**src/rtl/picoblaze_io_pkg.sv**
```systemverilog
// Shared constants for the PicoBlaze I/O hub: register offsets, parameter limits
// and the interrupt controller state type.
package picoblaze_io_pkg;

  localparam logic [1:0] REG_STATUS = 2'd0;
  localparam logic [1:0] REG_MASK   = 2'd1;
  localparam logic [1:0] REG_CLEAR  = 2'd2;
  localparam logic [1:0] REG_EOI    = 2'd3;

  localparam logic [7:0] ADDR_STATUS = 8'h80;
  localparam logic [7:0] ADDR_MASK   = 8'h81;

  localparam int unsigned MAX_N_IN  = 7;
  localparam int unsigned MAX_N_OUT = 7;
  localparam int unsigned MAX_N_K   = 4;
  localparam int unsigned MAX_N_IRQ = 8;

  typedef enum logic [1:0] {
    IRQ_IDLE,
    IRQ_REQ,
    IRQ_SERVICE
  } irq_state_e;

endpackage

```
**src/rtl/picoblaze_irq_ctrl.sv**
```systemverilog
// Interrupt controller: rising-edge capture into pending bits, enable mask,
// and the IDLE/REQ/SERVICE handshake with the processor.
module picoblaze_irq_ctrl
  import picoblaze_io_pkg::*;
#(
  parameter int unsigned N_IRQ = 4
) (
  input  logic             i_clk,
  input  logic             i_rst,
  input  logic [N_IRQ-1:0] i_irq_req,
  input  logic [N_IRQ-1:0] i_wdata,
  input  logic             i_mask_we,
  input  logic             i_clear_we,
  input  logic             i_eoi_we,
  input  logic             i_ack,
  output logic [N_IRQ-1:0] o_pending,
  output logic [N_IRQ-1:0] o_mask,
  output logic             o_interrupt
);

  logic [N_IRQ-1:0] r_prev;
  logic [N_IRQ-1:0] r_pending;
  logic [N_IRQ-1:0] r_mask;
  logic [N_IRQ-1:0] w_edge;
  logic [N_IRQ-1:0] w_clr;
  irq_state_e       r_state;
  irq_state_e       w_state_next;

  assign w_edge = i_irq_req & ~r_prev;
  assign w_clr  = i_clear_we ? i_wdata : '0;

  // prev tracks the input even in reset, so a level held across release is not an edge
  always_ff @(posedge i_clk) begin
    r_prev <= i_irq_req;
    if (i_rst) begin
      r_pending <= '0;
      r_mask    <= '0;
      r_state   <= IRQ_IDLE;
    end else begin
      r_pending <= (r_pending & ~w_clr) | w_edge;
      if (i_mask_we) r_mask <= i_wdata;
      r_state <= w_state_next;
    end
  end

  always_comb begin
    w_state_next = r_state;
    case (r_state)
      IRQ_IDLE:    if ((r_pending & r_mask) != '0) w_state_next = IRQ_REQ;
      IRQ_REQ:     if (i_ack) w_state_next = IRQ_SERVICE;
      IRQ_SERVICE: if (i_eoi_we) w_state_next = IRQ_IDLE;
      default:     w_state_next = IRQ_IDLE;
    endcase
  end

  assign o_pending   = r_pending;
  assign o_mask      = r_mask;
  assign o_interrupt = (r_state == IRQ_REQ);

endmodule

```
**src/rtl/picoblaze_io_hub.sv**
```systemverilog
// PicoBlaze I/O hub: one-hot port decode for general and constant-optimised
// outputs, registered read mux, and the interrupt register block.
module picoblaze_io_hub
  import picoblaze_io_pkg::*;
#(
  parameter int unsigned N_IN  = 4,
  parameter int unsigned N_OUT = 4,
  parameter int unsigned N_K   = 2,
  parameter int unsigned N_IRQ = 4
) (
  input  logic               clk_i,
  input  logic               cpu_rst_i,
  input  logic [7:0]         port_id_i,
  input  logic [7:0]         out_port_i,
  input  logic               write_strobe_i,
  input  logic               k_write_strobe_i,
  input  logic               read_strobe_i,
  output logic [7:0]         in_port_o,
  output logic               interrupt_o,
  input  logic               interrupt_ack_i,
  input  logic [N_IN*8-1:0]  in_ports_i,
  output logic [N_OUT*8-1:0] out_ports_o,
  output logic [N_K*8-1:0]   k_ports_o,
  input  logic [N_IRQ-1:0]   irq_req_i
);

  logic [N_OUT*8-1:0] r_out_ports;
  logic [N_K*8-1:0]   r_k_ports;
  logic [7:0]         r_in_port;
  logic [7:0]         w_rd_data;
  logic               w_gen_we;
  logic               w_reg_we;
  logic [N_IRQ-1:0]   w_pending;
  logic [N_IRQ-1:0]   w_mask;
  logic               w_unused_rd;

  // Reads are unconditional each cycle; the strobe carries no information here.
  assign w_unused_rd = read_strobe_i;

  assign w_gen_we = write_strobe_i & ~port_id_i[7];
  assign w_reg_we = write_strobe_i &  port_id_i[7];

  always_ff @(posedge clk_i) begin
    if (cpu_rst_i) begin
      r_out_ports <= '0;
      r_k_ports   <= '0;
      r_in_port   <= '0;
    end else begin
      for (int unsigned i = 0; i < N_OUT; i++)
        if (w_gen_we && port_id_i[i]) r_out_ports[8*i +: 8] <= out_port_i;
      for (int unsigned j = 0; j < N_K; j++)
        if (k_write_strobe_i && port_id_i[j]) r_k_ports[8*j +: 8] <= out_port_i;
      r_in_port <= w_rd_data;
    end
  end

  always_comb begin
    w_rd_data = '0;
    if (port_id_i == ADDR_STATUS) w_rd_data[N_IRQ-1:0] = w_pending;
    if (port_id_i == ADDR_MASK)   w_rd_data[N_IRQ-1:0] = w_mask;
    for (int unsigned i = 0; i < N_IN; i++)
      if (port_id_i == 8'(32'd1 << i)) w_rd_data = in_ports_i[8*i +: 8];
  end

  picoblaze_irq_ctrl #(.N_IRQ(N_IRQ)) u_irq_ctrl (
    .i_clk       (clk_i),
    .i_rst       (cpu_rst_i),
    .i_irq_req   (irq_req_i),
    .i_wdata     (out_port_i[N_IRQ-1:0]),
    .i_mask_we   (w_reg_we && port_id_i[1:0] == REG_MASK),
    .i_clear_we  (w_reg_we && port_id_i[1:0] == REG_CLEAR),
    .i_eoi_we    (w_reg_we && port_id_i[1:0] == REG_EOI),
    .i_ack       (interrupt_ack_i),
    .o_pending   (w_pending),
    .o_mask      (w_mask),
    .o_interrupt (interrupt_o)
  );

  assign out_ports_o = r_out_ports;
  assign k_ports_o   = r_k_ports;
  assign in_port_o   = r_in_port;

endmodule

```
**config.mk**
```make
export PLATFORM = sky130hd
export DESIGN_NAME = picoblaze_io_hub
export DESIGN_NICKNAME = d
export VERILOG_FILES = /design/src/rtl/picoblaze_io_pkg.sv /design/src/rtl/picoblaze_irq_ctrl.sv /design/src/rtl/picoblaze_io_hub.sv
export SDC_FILE = /design/constraint.sdc
export NUM_CORES = 1
export LEC_CHECK = 0
export ABC_AREA = 1
export BUFFER_PORTS_ARGS = -buffer_cell sky130_fd_sc_hd__buf_2
export CORE_UTILIZATION = 52
export CTS_BUF_LIST = sky130_fd_sc_hd__clkbuf_8
export CTS_CLUSTER_DIAMETER = 50
export CTS_CLUSTER_SIZE = 25
export DETAILED_ROUTE_END_ITERATION = 10
export GPL_TIMING_DRIVEN = 0
export PLACE_DENSITY = 0.94
export SLEW_MARGIN = 20
export SYNTH_ARGS = -nofsm -noshare
export SYNTH_HDL_FRONTEND = slang
export SYNTH_SLANG_ARGS = --single-unit
```
**constraint.sdc**
```tcl
create_clock -name clk_i -period 2.3 [get_ports clk_i]
set_clock_uncertainty 0.2 [all_clocks]
set_input_delay 0.23 -clock clk_i [delete_from_list [all_inputs] [get_ports clk_i]]
set_output_delay 0.23 -clock clk_i [all_outputs]
set_load 0.02 [all_outputs]
```
==> reports/metrics.yaml <==
crit_fanout: 10
synthCells: 373
fin_crit_sh_pct: 95.0
ys_seq_elements: 70
synth_edf_count: 0
finalCriticalPeriod_ns: 2.18
swShare_pct: 27.7
worst-endpoint-arrival_ns: 2.26
htree_levels: 3
io_pins: 115
seq_area_frac_synth_pct: 49.4
post-cts-setup-buffer-count: 0
rsz0062_at_grt: "false"
nFillCells: 418
drc: 0
wl_per_cell_um: 13.6
cp.required_ns: 2.38
cts_root_buf: "clkbuf_8"
clk-insertion-delay-late_ns: 0.34
antenna_found_initial: 0
portBuffers: 113
hold_violations: 0
die_area_um2: 5750
gp_routability_congestion: 0.916
first_pass_iters: 5
worst_setup_path_end_kind: "flip-flop"
track_usage_pct: 28.4
synth_top_cell_area_share_pct: 49.4
status: "finished, final reports clean"
seq_power_share_pct: 52.0
cts.sinks: 70
antenna_cells: 0
clkPwrFrac_pct: 33.7
grt_pass1_wl_um: 12100
drv_cap: 0
syn_nets: 431
area_delta_synth_final_pct: 34.2
synth_common_cells: "dfxtp_1 (70), o21ai_0 (56), a21oi_1 (50), inv_1 (50), nor2_1 (38)"
viasPerCell: 5.17
drv_slew: 0
ys_top_cells_by_area: "dfxtp_1 (49%), o21ai_0 (9.9%), a21oi_1 (8.8%)"
grt-ovfl-total: 0
via_count: 3032
cp-start-kind: "input port"
die_w_um: 75.9
yosysMostFrequentCell: "dfxtp_1"
worst_pin_slew_ns: 0.453
rows: 26
die_h_um: 75.9
layout_setup_ws_ns: 0.116
synth_area_leader_cell: "dfxtp_1"
fin_util_pct: 73.6
power.leakage_nw: 1.87
start_util_pct: 54.8
grt_pass1_vias: 2663
drive_above_1_share_pct: 30.0
fin_tns_setup_ns: 0
nets: 570
drtIter0Drc: 279
yosys_warnings: 0
peakVddDrop_v: 0.000426
min_path_type: "input port to flip-flop"
synth_ff_type: "dfxtp_1"
p_sw_w: 0.000694
wl_um: 7960
p_int_w: 0.00181
grt_start_max_net_pins: 12
fmax_mhz: 458
cts_tree: "done"
combPwrFrac_pct: 14.3
setup_violations: 0
coreArea_um2: 5170
async_flop_share_pct: 0
cts_buffers: 9
clkTransAtPathRegs_ns: 0.07
dp_slack_ns: 0.778
crit_type: "input port to flip-flop"
syn_area_um2: 2840
cts_buffer_depth: 2
dp_hpwl_um: 5620
postRouteAntennaNets: 0
avgSynthCellArea_um2: 7.60
p_per_area_nw_per_um2: 659
slew_headroom_pct: 69.7
synthDistinctLibCells: 21
kinds of logic (layout without fill, tap and decap cells):
group / Yosys count / in the layout / share of synthesized area, %
DFF: 70 / 70 / 49.4
AOI/OAI and AO/OA: 114 / 114 / 20.1
and+or+nand+nor: 120 / 120 / 20.7
buffers and inverters: 69 / 212 / 9.79
what timing repair did:
| action | CTS | global route |
|---|---|---|
| hold buffers | 15 | 0 |
| gates resized for setup | 0 | 0 |
| endpoints found under the hold margin | 18 | 0 |
critical path, cell delays in order:
cell and delay, ns:
dlygate4sd3_1 0.54, buf_2 0.16, inv_1 0.17, clkbuf_1 0.33, o21ai_1 0.14, nor2_1 0.13, dlygate4sd3_1 0.56
power by group through the flow:
stage | Clock [W] | Combinational (W) | Sequential [W]
2_1_floorplan | 0 | 0.000127 | 0.00139
3_3_place_gp | 0 | 0.000324 | 0.00133
3_5_place_dp | 0 | 0.000334 | 0.00133
4_1_cts | 0.000852 | 0.000355 | 0.00130
5_1_grt | 0.000907 | 0.000395 | 0.00131
6_report | 0.000845 | 0.000358 | 0.00130
sequential cells by signal, indices dropped and copies added, names as in the netlist:
register and count:
u_irq_ctrl.o_mask 4, u_irq_ctrl.r_state 2, u_irq_ctrl.o_pending 4, u_irq_ctrl.r_prev 4, k_ports_o 16, out_ports_o 32, in_port_o 8
placed cells by master (no fill, tap or decap):
cell and instances:
inv_2 5, nor2_8 1, inv_1 52, clkbuf_1 6, clkinv_4 1, buf_6 1, dlygate4sd3_1 15, o21ai_1 8
nor3_4 1, clkinvlp_4 1, and2_4 2, nand2_1 30, clkinv_2 1, nand4_1 5, nand3_1 31, clkbuf_8 10
o21ai_0 56, nor2_1 38, a21oi_1 50, buf_2 119, dfxtp_1 70, nand3_2 3, nand2_2 7, buf_4 1
nor2_4 1, nor2_2 1
metal layers:
metal  share of wire, %  track usage [%]  vias to the layer above
li1                   -                -                     1492
met1                 40             34.7                     1327
met2                 48             46.9                      173
met3                6.9             3.84                       40
met4                4.4             18.3                        0
met5                  0                0                        -
worst paths after layout:
path | start | endpoint | depth (start not counted) | slack, ns
worst max-delay path | cpu_rst_i | in_port_o[5]$_SDFF_PP0_ | 7 | 0.12
worst min-delay path | out_port_i[7] | k_ports_o[7]$_SDFFE_PP0P_ | 3 | 0.03
worst max register to register | u_irq_ctrl.o_mask[0]$_SDFFE_PP0P_ | in_port_o[0]$_SDFF_PP0_ | 4 | 1.24
worst min register to register | out_ports_o[22]$_SDFFE_PP0P_ | out_ports_o[22]$_SDFFE_PP0P_ | 2 | 0.24
metrics by stage:
| stage | instances | instance area (um2) | hold slack, ns | power, W |
|---|---|---|---|---|
| floorplan | 373 | 2840 | 0.0577 | 0.00151 |
| global placement | 556 | 3490 | 0.152 | 0.00165 |
| detailed placement | 556 | 3490 | 0.155 | 0.00166 |
| CTS | 586 | 3810 | 0.0104 | 0.00251 |
| global route | 586 | 3810 | 0.0442 | 0.00261 |
| finish | 586 | 3810 | 0.0322 | 0.00251 |
final cells by class:
| cell class | instances | area (um2) | area share, % |
|---|---|---|---|
| Sequential cell | 70 | 1400 | 36.8 |
| Clock inverter | 5 | 28.8 | 0.756 |
| Clock buffer | 10 | 138 | 3.62 |
| Timing Repair Buffer | 128 | 716 | 18.8 |
| Multi-Input combinational cell | 234 | 1160 | 30.4 |
| Inverter | 55 | 206 | 5.42 |
| Buffer | 14 | 71.3 | 1.87 |
| Tap cell | 70 | 87.6 | 2.30 |
No activity file was read; power rests on OpenSTA's default activity.
